`src/rtl/uart_tx_dev.sv`:
```
`default_nettype none
// ============================================================================
//  Module   : uart_tx_dev
//  Purpose  : Memory-mapped 8N1 UART transmitter on the Bridge device bus.
//             CPU stores push bytes into a small TX FIFO; the FSM serialises
//             them LSB first on txd and raises a level interrupt when the
//             transmitter drains.
//  Ports    : clk    - system clock
//             reset  - synchronous, active-high reset
//             Addr   - word offset: 0 DATA, 1 STATUS, 2 CTRL, 3 reserved
//             WE     - single-cycle write strobe
//             WD     - write data
//             RD     - read data, combinational from Addr
//             IRQ    - level interrupt to Bridge HWInt
//             txd    - serial output, idle high
//  Revision : 1.0  initial release
// ============================================================================
module uart_tx_dev #(
    parameter int BAUD_DIV   = 2604,
    parameter int FIFO_DEPTH = 4
) (
    input  logic        clk,
    input  logic        reset,
    input  logic [1:0]  Addr,
    input  logic        WE,
    input  logic [31:0] WD,
    output logic [31:0] RD,
    output logic        IRQ,
    output logic        txd
);

    localparam int c_PTR_W  = (FIFO_DEPTH > 1) ? $clog2(FIFO_DEPTH) : 1;
    localparam int c_CNT_W  = $clog2(FIFO_DEPTH + 1);
    localparam int c_BAUD_W = 16;

    localparam logic [c_BAUD_W-1:0] c_BAUD_LAST = c_BAUD_W'(BAUD_DIV - 1);
    localparam logic [c_CNT_W-1:0]  c_CNT_FULL  = c_CNT_W'(FIFO_DEPTH);
    localparam logic [c_PTR_W-1:0]  c_PTR_LAST  = c_PTR_W'(FIFO_DEPTH - 1);

    localparam logic [1:0] c_IDLE  = 2'd0;
    localparam logic [1:0] c_START = 2'd1;
    localparam logic [1:0] c_DATA  = 2'd2;
    localparam logic [1:0] c_STOP  = 2'd3;

    // ------------------------------------------------------------------
    // State
    // ------------------------------------------------------------------
    logic [7:0]          r_mem [FIFO_DEPTH];
    logic [c_PTR_W-1:0]  r_wptr;
    logic [c_PTR_W-1:0]  r_rptr;
    logic [c_CNT_W-1:0]  r_count;
    logic                r_ie;
    logic                r_ovf;

    logic [1:0]          r_state;
    logic [c_BAUD_W-1:0] r_baud;
    logic [2:0]          r_bit;
    logic [7:0]          r_shift;
    logic                r_txd;
    logic                r_irq;

    // ------------------------------------------------------------------
    // Combinational decode
    // ------------------------------------------------------------------
    logic        w_push;
    logic        w_pop;
    logic        w_accept;
    logic        w_empty;
    logic        w_full;
    logic        w_busy;
    logic        w_baud_end;
    logic        w_status_wr;
    logic        w_ctrl_wr;
    logic [1:0]  w_next_state;
    logic [7:0]  w_head;
    logic [23:0] w_unused_wd;

    assign w_unused_wd = WD[31:8];

    assign w_push      = WE && (Addr == 2'd0);
    assign w_status_wr = WE && (Addr == 2'd1);
    assign w_ctrl_wr   = WE && (Addr == 2'd2);
    assign w_empty     = (r_count == '0);
    assign w_full      = (r_count == c_CNT_FULL);
    assign w_busy      = (r_state != c_IDLE);
    assign w_baud_end  = (r_baud == c_BAUD_LAST);
    assign w_head      = r_mem[r_rptr];

    // A push into a full FIFO still fits when the transmitter frees the
    // head slot on the same edge.
    assign w_accept    = w_push && (!w_full || w_pop);

    // Next-state and pop decision; the pop is what moves the FIFO head
    // into the shift register, so both are decided together.
    always_comb begin
        w_next_state = r_state;
        w_pop        = 1'b0;
        case (r_state)
            c_IDLE: begin
                if (!w_empty) begin
                    w_pop        = 1'b1;
                    w_next_state = c_START;
                end
            end
            c_START: begin
                if (w_baud_end) begin
                    w_next_state = c_DATA;
                end
            end
            c_DATA: begin
                if (w_baud_end && (r_bit == 3'd7)) begin
                    w_next_state = c_STOP;
                end
            end
            default: begin
                if (w_baud_end) begin
                    if (!w_empty) begin
                        // Back-to-back frame: no idle cycle between stop and start
                        w_pop        = 1'b1;
                        w_next_state = c_START;
                    end else begin
                        w_next_state = c_IDLE;
                    end
                end
            end
        endcase
    end

    // ------------------------------------------------------------------
    // FIFO storage (contents need no reset; count/pointers qualify them)
    // ------------------------------------------------------------------
    always_ff @(posedge clk) begin
        if (w_accept) begin
            r_mem[r_wptr] <= WD[7:0];
        end
    end

    // ------------------------------------------------------------------
    // FIFO control and programmer-visible registers
    // ------------------------------------------------------------------
    always_ff @(posedge clk) begin
        if (reset) begin
            r_wptr  <= '0;
            r_rptr  <= '0;
            r_count <= '0;
            r_ie    <= 1'b0;
            r_ovf   <= 1'b0;
        end else begin
            if (w_accept) begin
                r_wptr <= (r_wptr == c_PTR_LAST) ? '0 : r_wptr + c_PTR_W'(1);
            end
            if (w_pop) begin
                r_rptr <= (r_rptr == c_PTR_LAST) ? '0 : r_rptr + c_PTR_W'(1);
            end

            if (w_accept && !w_pop) begin
                r_count <= r_count + c_CNT_W'(1);
            end else if (w_pop && !w_accept) begin
                r_count <= r_count - c_CNT_W'(1);
            end

            if (w_push && !w_accept) begin
                r_ovf <= 1'b1;
            end else if (w_status_wr) begin
                r_ovf <= 1'b0;
            end

            if (w_ctrl_wr) begin
                r_ie <= WD[0];
            end
        end
    end

    // ------------------------------------------------------------------
    // Transmit FSM and serial datapath
    // ------------------------------------------------------------------
    always_ff @(posedge clk) begin
        if (reset) begin
            r_state <= c_IDLE;
            r_baud  <= '0;
            r_bit   <= 3'd0;
            r_shift <= 8'd0;
            r_txd   <= 1'b1;
            r_irq   <= 1'b0;
        end else begin
            r_state <= w_next_state;
            r_irq   <= r_ie && w_empty && (w_next_state == c_IDLE);

            case (r_state)
                c_IDLE: begin
                    if (w_pop) begin
                        r_shift <= w_head;
                        r_txd   <= 1'b0;
                        r_baud  <= '0;
                    end
                end
                c_START: begin
                    if (w_baud_end) begin
                        r_baud <= '0;
                        r_bit  <= 3'd0;
                        r_txd  <= r_shift[0];
                    end else begin
                        r_baud <= r_baud + c_BAUD_W'(1);
                    end
                end
                c_DATA: begin
                    if (w_baud_end) begin
                        r_baud <= '0;
                        if (r_bit == 3'd7) begin
                            r_txd <= 1'b1;
                        end else begin
                            // shift[1] becomes the next bit on the line
                            r_shift <= {1'b0, r_shift[7:1]};
                            r_txd   <= r_shift[1];
                            r_bit   <= r_bit + 3'd1;
                        end
                    end else begin
                        r_baud <= r_baud + c_BAUD_W'(1);
                    end
                end
                default: begin
                    if (w_baud_end) begin
                        r_baud <= '0;
                        if (w_pop) begin
                            r_shift <= w_head;
                            r_txd   <= 1'b0;
                        end
                    end else begin
                        r_baud <= r_baud + c_BAUD_W'(1);
                    end
                end
            endcase
        end
    end

    // ------------------------------------------------------------------
    // Read mux
    // ------------------------------------------------------------------
    always_comb begin
        RD = 32'd0;
        case (Addr)
            2'd1:    RD = {27'd0, r_ovf, r_ie, w_empty, w_full, w_busy};
            2'd2:    RD = {31'd0, r_ie};
            default: RD = 32'd0;
        endcase
    end

    assign txd = r_txd;
    assign IRQ = r_irq;

endmodule
`default_nettype wire

```
`config.mk`:
```
export PLATFORM = sky130hd
export DESIGN_NAME = uart_tx_dev
export DESIGN_NICKNAME = d
export VERILOG_FILES = /design/src/rtl/uart_tx_dev.sv
export SDC_FILE = /design/constraint.sdc
export NUM_CORES = 1
export LEC_CHECK = 0
export ABC_AREA = 1
export CORE_MARGIN = 2
export CORE_UTILIZATION = 60
export CTS_CLUSTER_SIZE = 30
export DETAILED_ROUTE_END_ITERATION = 8
export DONT_BUFFER_PORTS = 1
export PLACE_DENSITY = 0.78
export SLEW_MARGIN = 20
export SYNTH_ARGS = -nofsm -noshare
export SYNTH_HDL_FRONTEND = slang
export SYNTH_SLANG_ARGS = --single-unit
```
`constraint.sdc`:
```
create_clock -name clk -period 3 [get_ports clk]
set_input_delay 0.6 -clock clk [delete_from_list [all_inputs] [get_ports clk]]
set_output_delay 0.6 -clock clk [all_outputs]
set_load 0.02 [all_outputs]
```
==> impl_metrics.csv <==
group,metric,value,unit
outcome,status,"completed",
global_routing,grt.total_usage,0.228,
setup_path,crit_chain,"ha_1 -> inv_1 -> a21oi_1 -> nand2_2 -> nand2_1 -> nand2_2 -> inv_2 -> ha_1 -> inv_1 -> fa_1 -> a21oi_1 -> o21ai_0 -> o21ai_1 -> a21oi_1",
clocking,htree_levels,3,
global_routing,antenna_found_initial,0,
sta,rsz0062_at_grt,"no",
die,num_rows,29,
die,initial_core_util,0.623,
clocking,clk_latency,350,ps
synth,ys_ff_latch,74,
die,die_w,85.4,um
synth,postSynthCellCount,490,
sta,drv_slew,0,
sta,hold_viol,0,
global_routing,grt_first_pass_wirelength,13200,um
detailed_routing,drt-initial-drc-count,179,
clocking,cts_resized,0,
sta,clock-skew-final,7.54,ps
detailed_routing,wl_met1,3310,um
sta,slew_headroom,0.549,
clocking,cts.reportedPaths.clkPinSlew,80,ps
synth,avgSynthCellArea,8.11,um2
setup_path,worstSetupStartpoint,"r_state[0]",
placement,port_buffers,0,
setup_path,rr_startpoint,"r_state[0]",
min_path,hp-class,"input pin to flip-flop",
sta,setup-violations-final,0,
clocking,cts_buffer_depth,2,
min_path,hold_path_startpoint,"reset",
global_routing,first_global_vias,2903,
detailed_routing,wl_met3,443,um
detailed_routing,num_vias,3107,
detailed_routing,vias_per_cell,5.40,
sta,worst_slack,199,ps
placement,hpwl,5530,um
sta,max_freq,357,MHz
placement,dp_slack,277,ps
sta,fin_crit,2800,ps
cells_and_area,final_util,0.649,
setup_path,cp.arrival,3040,ps
cells_and_area,multiInputGateArea,1810,um2
sta,fin_crit_sh,0.934,
global_routing,grt_start_max_net_pins,22,
setup_path,start_kind,"flip-flop",
power_and_ir_drop,peakVddDrop,0.486,mV
cells_and_area,regArea,1800,um2
global_routing,grt-ovfl-total,0,
setup_path,cpPeakStageDelay,430,ps
setup_path,cp_data_required_time,3240,ps
synth,async_flop_share,0,
clocking,postCtsSetupRepairBufs,0,
power_and_ir_drop,powerDensity,783,nW/um2
synth,ys_seq_area_frac,0.453,
cells_and_area,diodes,0,
detailed_routing,postRouteAntennaNets,0,
sta,setup_tns,0,ps
synth,syn_area,3980,um2
clocking,cts_tree,"yes",
cells_and_area,final_nets,547,
cells_and_area,final_common_cell,"nand2_1",
detailed_routing,routed-wl-met2,3940,um
clocking,postCtsHoldBufs,0,
cells_and_area,final_area,4140,um2
placement,gp_congestion,0.827,
synth,synthDistinctLibCells,34,
synth,ys_warn_count,0,
flow_run,max_cap_viol_count,0,
detailed_routing,totalWireLength,7830,um
detailed_routing,first_pass_iters,4,
detailed_routing,top_layer,"met4",
setup_path,cp_common_cell,"a21oi_1",
power_and_ir_drop,p_leak,1.65,nW
synth,synth-edff-count,32,
die,core,6390,um2
synth,synth_flop_cell,"dfxtp_1",
clocking,cts_made_buffers,9,
setup_path,crit_fanout,5,
cells_and_area,nFillCells,533,
placement,place_area,3940,um2
cells_and_area,area_growth,4.22,%
cells_and_area,drive_gt1_frac,0.0984,
detailed_routing,avgRoutedWirePerCell,13.6,um
setup_path,slowest_stage,"dfxtp_1",
detailed_routing,drc_errors,0,
die,io-pin-count,71,
die,die-area,7290,um2
die,die_y,85.4,um
setup_path,endpoint_kind,"flip-flop",
clocking,root_buffer,"clkbuf_8",
setup_path,crit_type,"flip-flop to flip-flop",
clocking,cts_sinks,74,
cells_and_area,layout_common_cells,"nand2_1, nor2_1, nand3_1, dfxtp_1, a21oi_1",
sta,worst_pin_slew,677,ps
## worst max-delay path, delay by kind of cell (launching register included)
kind | cells | cell delay, ps
adders and majority gates | 3 | 800
buffers and inverters | 3 | 250
AOI/OAI and AO/OA | 5 | 870
DFF | 1 | 430
and+or+nand+nor | 3 | 330
## power breakdown
group	switching [mW]	internal (mW)	total, mW
clock	0.381	0.389	0.770
sequential	0.114	1.18	1.30
combinational	0.792	0.384	1.18
total	1.29	1.96	3.24
## per-stage QoR
stage / hold WS (ps) / power (mW) / std cells
CTS: 295 / 3.25 / 575
global route: 292 / 3.46 / 575
finish: 307 / 3.24 / 575
global placement: 446 / 2.41 / 559
detailed placement: 457 / 2.47 / 559
floorplan: 444 / 2.29 / 516
## layer usage
metal  global-route usage  vias up
met5                    0        -
met1                0.278     1434
met4               0.0996        0
li1                     -     1567
met2                0.389       94
met3               0.0486       12
## cells by family after synthesis
kind of cell / count (synthesis) / share of synthesized area
flip-flops: 74 / 0.453
adder cells (fa/ha/maj): 17 / 0.0554
other: 1 / 0.000943
multiplexers: 7 / 0.0176
AO/OA/AOI/OAI: 84 / 0.111
AND/OR/NAND/NOR: 220 / 0.246
buffers and inverters: 87 / 0.116
## area by class of cell
type,instances,share of cell area
inverter,45,0.0420
clock buffer,9,0.0299
tap,77,0.0232
timing repair buffer,8,0.0145
clock inverter,7,0.0184
multi-input combinational,355,0.437
sequential,74,0.435
## final timing paths
kind / slack [ps] / cells past startpoint / endpoint
worst max-delay path: 200 / 14 / r_count[2]
worst min-delay path: 310 / 1 / r_baud[5]
worst max register to register: 200 / 14 / r_count[2]
worst min register to register: 470 / 2 / r_ovf
## registers in the layout (all words and copies together), names as in the netlist, named ones only
register	cells
r_mem	32
r_baud	16
r_shift	8
r_bit	3
r_count	3
r_rptr	2
r_state	2
r_wptr	2
IRQ	1
r_ie	1
r_ovf	1
txd	1
## synth_stat cells (2+ instances only)
library cell,n,share of area
clkbuf_1,6,0.0057
mux2i_1,7,0.018
o21bai_1,2,0.0038
nor2_2,6,0.0094
buf_2,3,0.0038
edfxtp_1,32,0.24
buf_1,2,0.0019
nor2_1,74,0.070
nand2_1,77,0.073
nor3_2,2,0.0050
dfxtp_1,42,0.21
o21ai_0,35,0.044
inv_2,6,0.0057
nand3_1,46,0.058
nand2_2,5,0.0079
inv_1,38,0.036
nand3b_1,2,0.0038
ha_1,16,0.050
buf_4,29,0.055
nor3_1,5,0.0063
a21oi_1,42,0.053
Power figures use the tool's default switching activity.
